$ cat src/rtl/pbch_descrambler_pkg.sv
// rtl/pbch_descrambler_pkg.sv - shared receiver constants, FSM state type and Gold LFSR helpers
package pbch_descrambler_pkg;

    localparam int NC               = 1600;
    localparam int PBCH_LEN_DEFAULT = 864;
    localparam int GOLD_W           = 31;

    // Feedback taps: x1(n+31) = x1(n+3)+x1(n); x2(n+31) = x2(n+3)+x2(n+2)+x2(n+1)+x2(n)
    localparam logic [GOLD_W-1:0] X1_TAPS = 31'h0000_0009;
    localparam logic [GOLD_W-1:0] X2_TAPS = 31'h0000_000F;
    localparam logic [GOLD_W-1:0] X1_INIT = 31'h0000_0001;

    typedef enum logic [1:0] {
        IDLE  = 2'd0,
        INIT  = 2'd1,
        READY = 2'd2,
        RUN   = 2'd3
    } pbch_state_e;

    // Bit 0 holds x(n); one call advances the register to x(n+1..n+31).
    function automatic logic [GOLD_W-1:0] gold_step(input logic [GOLD_W-1:0] x,
                                                    input logic [GOLD_W-1:0] taps);
        return {^(x & taps), x[GOLD_W-1:1]};
    endfunction

endpackage

$ cat src/rtl/pbch_descrambler_gold_seq_gen.sv
// rtl/pbch_descrambler_gold_seq_gen.sv - Gold sequence LFSR pair, one c(n) bit per step
module gold_seq_gen
    import pbch_descrambler_pkg::*;
(
    input  logic              clk_i,
    input  logic              reset_i,
    input  logic              load_i,
    input  logic [GOLD_W-1:0] c_init_i,
    input  logic              step_i,
    output logic              c_out_o
);

    logic [GOLD_W-1:0] x1_q, x1_d;
    logic [GOLD_W-1:0] x2_q, x2_d;

    always_comb begin
        x1_d = x1_q;
        x2_d = x2_q;
        if (load_i) begin
            x1_d = X1_INIT;
            x2_d = c_init_i;
        end else if (step_i) begin
            x1_d = gold_step(x1_q, X1_TAPS);
            x2_d = gold_step(x2_q, X2_TAPS);
        end
    end

    always_ff @(posedge clk_i or posedge reset_i) begin
        if (reset_i) begin
            x1_q <= '0;
            x2_q <= '0;
        end else begin
            x1_q <= x1_d;
            x2_q <= x2_d;
        end
    end

    assign c_out_o = x1_q[0] ^ x2_q[0];

endmodule

$ cat src/rtl/pbch_descrambler.sv
// rtl/pbch_descrambler.sv - PBCH LLR descrambler: Gold sequence sign flip with saturating negation
module pbch_descrambler
    import pbch_descrambler_pkg::*;
#(
    parameter int LLR_DW   = 8,
    parameter int PBCH_LEN = PBCH_LEN_DEFAULT,
    parameter int N_ID_DW  = 10
) (
    input  logic               clk_i,
    input  logic               reset_i,
    input  logic [N_ID_DW-1:0] N_id_i,
    input  logic               N_id_valid_i,
    input  logic [2:0]         ibar_SSB_i,
    input  logic               ibar_SSB_valid_i,
    input  logic [LLR_DW-1:0]  s_axis_llr_in_tdata,
    input  logic [1:0]         s_axis_llr_in_tuser,
    input  logic               s_axis_llr_in_tlast,
    input  logic               s_axis_llr_in_tvalid,
    output logic [LLR_DW-1:0]  m_axis_llr_out_tdata,
    output logic [1:0]         m_axis_llr_out_tuser,
    output logic               m_axis_llr_out_tlast,
    output logic               m_axis_llr_out_tvalid,
    output logic               ready_o,
    output logic               dropped_o
);

    localparam int CNT_W  = $clog2(PBCH_LEN);
    localparam int INIT_W = $clog2(NC + 3 * PBCH_LEN + 1);
    localparam logic [LLR_DW-1:0] LLR_MIN = {1'b1, {(LLR_DW-1){1'b0}}};
    localparam logic [LLR_DW-1:0] LLR_MAX = {1'b0, {(LLR_DW-1){1'b1}}};

    pbch_state_e         state_q, state_d;
    logic [N_ID_DW-1:0]  n_id_q, n_id_d;
    logic [1:0]          v_q, v_d, v_act_q, v_act_d;
    logic [INIT_W-1:0]   init_cnt_q, init_cnt_d, init_target;
    logic [CNT_W-1:0]    beat_cnt_q, beat_cnt_d;
    logic [LLR_DW-1:0]   tdata_q, neg_llr;
    logic [1:0]          tuser_q;
    logic                tlast_q, tvalid_q, dropped_q;
    logic                active, accept, drop, last_beat;
    logic                lfsr_load, lfsr_step, c_bit;
    logic                unused_ibar_msb;

    assign unused_ibar_msb = ibar_SSB_i[2];

    assign v_d         = ibar_SSB_valid_i ? ibar_SSB_i[1:0] : v_q;
    assign n_id_d      = N_id_valid_i ? N_id_i : n_id_q;
    assign active      = (state_q == READY) || (state_q == RUN);
    assign accept      = s_axis_llr_in_tvalid && active && !N_id_valid_i;
    assign drop        = s_axis_llr_in_tvalid && !accept;
    assign last_beat   = s_axis_llr_in_tlast || (beat_cnt_q == CNT_W'(PBCH_LEN - 1));
    assign init_target = INIT_W'(NC) + INIT_W'(v_act_q) * INIT_W'(PBCH_LEN);
    assign neg_llr     = (s_axis_llr_in_tdata == LLR_MIN) ? LLR_MAX : -s_axis_llr_in_tdata;

    // Every INIT entry reloads the LFSRs so each block restarts from c_init.
    always_comb begin
        state_d    = state_q;
        v_act_d    = v_act_q;
        init_cnt_d = init_cnt_q;
        beat_cnt_d = beat_cnt_q;
        lfsr_load  = 1'b0;
        lfsr_step  = 1'b0;
        if (N_id_valid_i || (accept && last_beat)) begin
            state_d    = INIT;
            v_act_d    = v_d;
            init_cnt_d = '0;
            beat_cnt_d = '0;
            lfsr_load  = 1'b1;
        end else begin
            case (state_q)
                INIT: begin
                    lfsr_step  = 1'b1;
                    init_cnt_d = init_cnt_q + INIT_W'(1);
                    if (init_cnt_q == init_target - INIT_W'(1)) begin
                        state_d = READY;
                    end
                end
                READY, RUN: begin
                    if (accept) begin
                        state_d    = RUN;
                        lfsr_step  = 1'b1;
                        beat_cnt_d = beat_cnt_q + CNT_W'(1);
                    end
                end
                default: ;
            endcase
        end
    end

    always_ff @(posedge clk_i or posedge reset_i) begin
        if (reset_i) begin
            state_q    <= IDLE;
            n_id_q     <= '0;
            v_q        <= '0;
            v_act_q    <= '0;
            init_cnt_q <= '0;
            beat_cnt_q <= '0;
            tdata_q    <= '0;
            tuser_q    <= '0;
            tlast_q    <= 1'b0;
            tvalid_q   <= 1'b0;
            dropped_q  <= 1'b0;
        end else begin
            state_q    <= state_d;
            n_id_q     <= n_id_d;
            v_q        <= v_d;
            v_act_q    <= v_act_d;
            init_cnt_q <= init_cnt_d;
            beat_cnt_q <= beat_cnt_d;
            tvalid_q   <= accept;
            tlast_q    <= accept && last_beat;
            dropped_q  <= drop;
            if (accept) begin
                tdata_q <= c_bit ? neg_llr : s_axis_llr_in_tdata;
                tuser_q <= s_axis_llr_in_tuser;
            end
        end
    end

    gold_seq_gen u_gold (
        .clk_i    (clk_i),
        .reset_i  (reset_i),
        .load_i   (lfsr_load),
        .c_init_i (GOLD_W'(n_id_d)),
        .step_i   (lfsr_step),
        .c_out_o  (c_bit)
    );

    assign m_axis_llr_out_tdata  = tdata_q;
    assign m_axis_llr_out_tuser  = tuser_q;
    assign m_axis_llr_out_tlast  = tlast_q;
    assign m_axis_llr_out_tvalid = tvalid_q;
    assign ready_o               = active;
    assign dropped_o             = dropped_q;

endmodule

$ cat config.mk
export PLATFORM = sky130hd
export DESIGN_NAME = pbch_descrambler
export DESIGN_NICKNAME = d
export VERILOG_FILES = /design/src/rtl/pbch_descrambler_pkg.sv /design/src/rtl/pbch_descrambler_gold_seq_gen.sv /design/src/rtl/pbch_descrambler.sv
export SDC_FILE = /design/constraint.sdc
export NUM_CORES = 1
export LEC_CHECK = 0
export ABC_AREA = 0
export CAP_MARGIN = 20
export CORE_MARGIN = 10
export CORE_UTILIZATION = 28
export CTS_CLUSTER_SIZE = 14
export DETAILED_ROUTE_END_ITERATION = 8
export DONT_BUFFER_PORTS = 1
export PLACE_DENSITY = 0.46
export SLEW_MARGIN = 5
export SYNTH_ARGS = -nofsm -noshare
export SYNTH_HDL_FRONTEND = slang
export SYNTH_SLANG_ARGS = --single-unit
$ cat constraint.sdc
create_clock -name clk_i -period 5.3 [get_ports clk_i]
set_input_delay 1.59 -clock clk_i [delete_from_list [all_inputs] [get_ports clk_i]]
set_output_delay 1.59 -clock clk_i [all_outputs]
set_load 0.02 [all_outputs]
==> metrics <==
diodes inserted 0; Synth Flop Type dfrtp_1; vias in the first global route between 3,000 and 4,000; GRT Util Overall 9.14%; Reg area roughly 2900 sq um; Cell variety after synth 46; Worst setup EP type register; leading area contributor after synthesis dfrtp_1; outcome completed; GPL Wtd Cong between 0.8 and 0.9; GR Overflow Total 0; Yosys reg bits 114; Synth top area share a little under three fifths; drt via density about 4.7; worst skew pair latency 0.41 ns; Starting Density roughly 29%; Post-CTS Resized 0; worst setup margin ~1.9 ns; remaining antenna violation count after routing 0; Mapped Nets 568; worst-path fanout max 45; Ys Warns 0; die area between 20,000 and 25,000 sq um; Die Y between 150 and 200 um; WP data required roughly 5.6 ns; WL/cell ~14 um; clk sink count 114; Avg Cell Area, Syn between 9 and 10 sq um; max-slew violation count 0; Worst-Margin Slew 0.892 ns; relative max-transition margin roughly 40%; Layout Nets roughly 570; Crit Path Class in -> reg; Clock Pin Slew Worst Setup and Hold Paths approximately 0.05 ns; first-pass GRT wire length between 15 and 20 mm; Fin Setup TNS 0 ns; minimum clock period around 3.4 ns; post-route cell area roughly 5900 sq um; initial detailed-routing violation count 322; area grow syn2layout 14.9%; initial antenna violation count 0; Clock Tree Root clkbuf_16; htree depth 4; Post-Syn Area between 5000 and 6000 sq um; f_max just under 300 MHz; startpoint types input port; Cells after Synth around 530; WP data arrival 3.73 ns; router iterations before antenna repair 4; Clock Tree Buf Depth 2; Area after DPL about 5400 sq um; core area ~18,000 sq um; dpl ws ~1.4 ns; vias approximately 3,600; Horiz. Die Dim 156 um; largest net degree at the start of global routing slightly above 60; Final period util between 60% and 70%; Post-CTS Setup Bufs 0; I/O pin count 43; clock skew 0.00709 ns; final WL approximately 11 mm; Post-synth EDFFs 0; RSZ-0062 raised after global routing no; # rows 49; Power Dens Cells ~350 nW/um^2; post-synthesis sequential area ratio between 50 and 60%; CTS tree done; DR DRC count 0; layout cells sized above 1 11.1%; IO buf count 0; Leakage 0.00254 uW; VDD IR max ~0.2 mV; Worst Hold Class reg -> reg; TritonCTS Buffers 17; Max-cap violations 0; largest cells by area after synthesis dfrtp_1 (55%), nand2_1 (8.7%), o21ai_1 (4.8%), nor2_1 (4.3%), xnor2_1 (3.1%); cts hold-fix bufs 0; placed wire-length estimate roughly 6.8 mm; endpoints failing hold 0; asr flop ratio synth 100%; combined area of the multi-input logic cells between 2000 and 2500 sq um; endpoints failing setup 0; fillcell total between 1,500 and 2,000
final timing paths:
path	start	endpoint	slack, ns	cells after the start
min in group asynchronous	reset_i	u_gold.x1_q[19]$_DFFE_PP0P_	1.06	1
setup reg to reg	state_q[1]$_DFFE_PP0P_	u_gold.x1_q[12]$_DFFE_PP0P_	2.26	6
hold reg to reg	u_gold.x2_q[15]$_DFFE_PP0P_	u_gold.x2_q[15]$_DFFE_PP0P_	0.48	2
hold / removal	u_gold.x2_q[15]$_DFFE_PP0P_	u_gold.x2_q[15]$_DFFE_PP0P_	0.48	2
max in group asynchronous	reset_i	m_axis_llr_out_tdata[7]$_DFFE_PP0P_	3.33	2
setup / recovery	N_id_valid_i	u_gold.x1_q[12]$_DFFE_PP0P_	1.85	6
routing by layer:
metal / track usage, % / vias to the layer above / share of wire (%)
met2: 14.0 / 77 / 45
li1: - / 1775 / -
met1: 11.1 / 1752 / 47
met3: 3.80 / 10 / 7.1
met5: 0 / - / 0
met4: 3.65 / 0 / 1.3
cells by family after synthesis:
group / after synthesis / share of synthesized area, %
adders and majority gates: 8 / 1.94
AOI/OAI and AO/OA: 106 / 12.0
muxes: 13 / 2.82
xor gates and xnor gates: 33 / 5.76
buffers and inverters: 39 / 3.52
DFF: 114 / 55.4
and+or+nand+nor: 218 / 18.6
critical path: stages:
cell and delay [ns]:
nand3b_4 0.19, inv_2 0.27, nand4_2 0.42, nand2_2 0.82, buf_4 0.32, o21ai_1 0.09
flip-flops by register name, summed over array words and instances, names as in the netlist:
name,cells
beat_cnt_q,10
u_gold.x1_q,31
state_q,2
m_axis_llr_out_tvalid,1
v_act_q,2
init_cnt_q,13
u_gold.x2_q,31
m_axis_llr_out_tlast,1
m_axis_llr_out_tuser,2
n_id_q,10
dropped_o,1
m_axis_llr_out_tdata,8
v_q,2
cell usage after synthesis, drive strengths merged, types with 2 or more instances:
library cell and count:
a31oi 4, o21ai 52, nor4 3, a21oi 28, nand3 4, and4 2, inv 10, ha 8
xnor2 19, nor2 60, nand2 119, nand4 9, mux2 12, and2 4, o31ai 4, or4 2
buf 21, nor2b 2, clkbuf 8, xor2 14, nor3 7, dfrtp 114, a211oi 11
final cells by class:
cell class / count / share of cell area (%)
sequential: 114 / 48.2
timing repair buffer: 9 / 1.56
multi-input combinational: 378 / 35.9
clock buffer: 25 / 8.37
tap: 229 / 4.84
clock inverter: 5 / 0.486
inverter: 10 / 0.676
layout by cell type (no fill, tap or decap), types with 7 or more instances in the layout:
cell	count
nand2_1	118
nand4_1	7
a21oi_1	27
a211oi_1	11
dfrtp_1	114
ha_1	8
nor3_1	7
xnor2_1	18
buf_4	7
o21ai_1	49
nor2_1	59
inv_1	8
mux2_2	12
xor2_1	14
clkbuf_16	17
metrics by stage:
stage	hold WS, ns	utilization, %	power, uW	cells
after floorplan	0.448	-	1030	531
after global placement	0.466	29.7	1050	738
after detailed placement	0.467	29.7	1060	738
after CTS	0.485	32.6	2090	768
after global routing	0.509	32.8	2140	770
final	0.479	32.8	2050	770
power by group:
group          internal (uW)  switching [uW]
Combinational           49.1            74.2
Sequential               900            17.5
Clock                    638             374
Note: power is estimated with default switching activity, not from simulation.
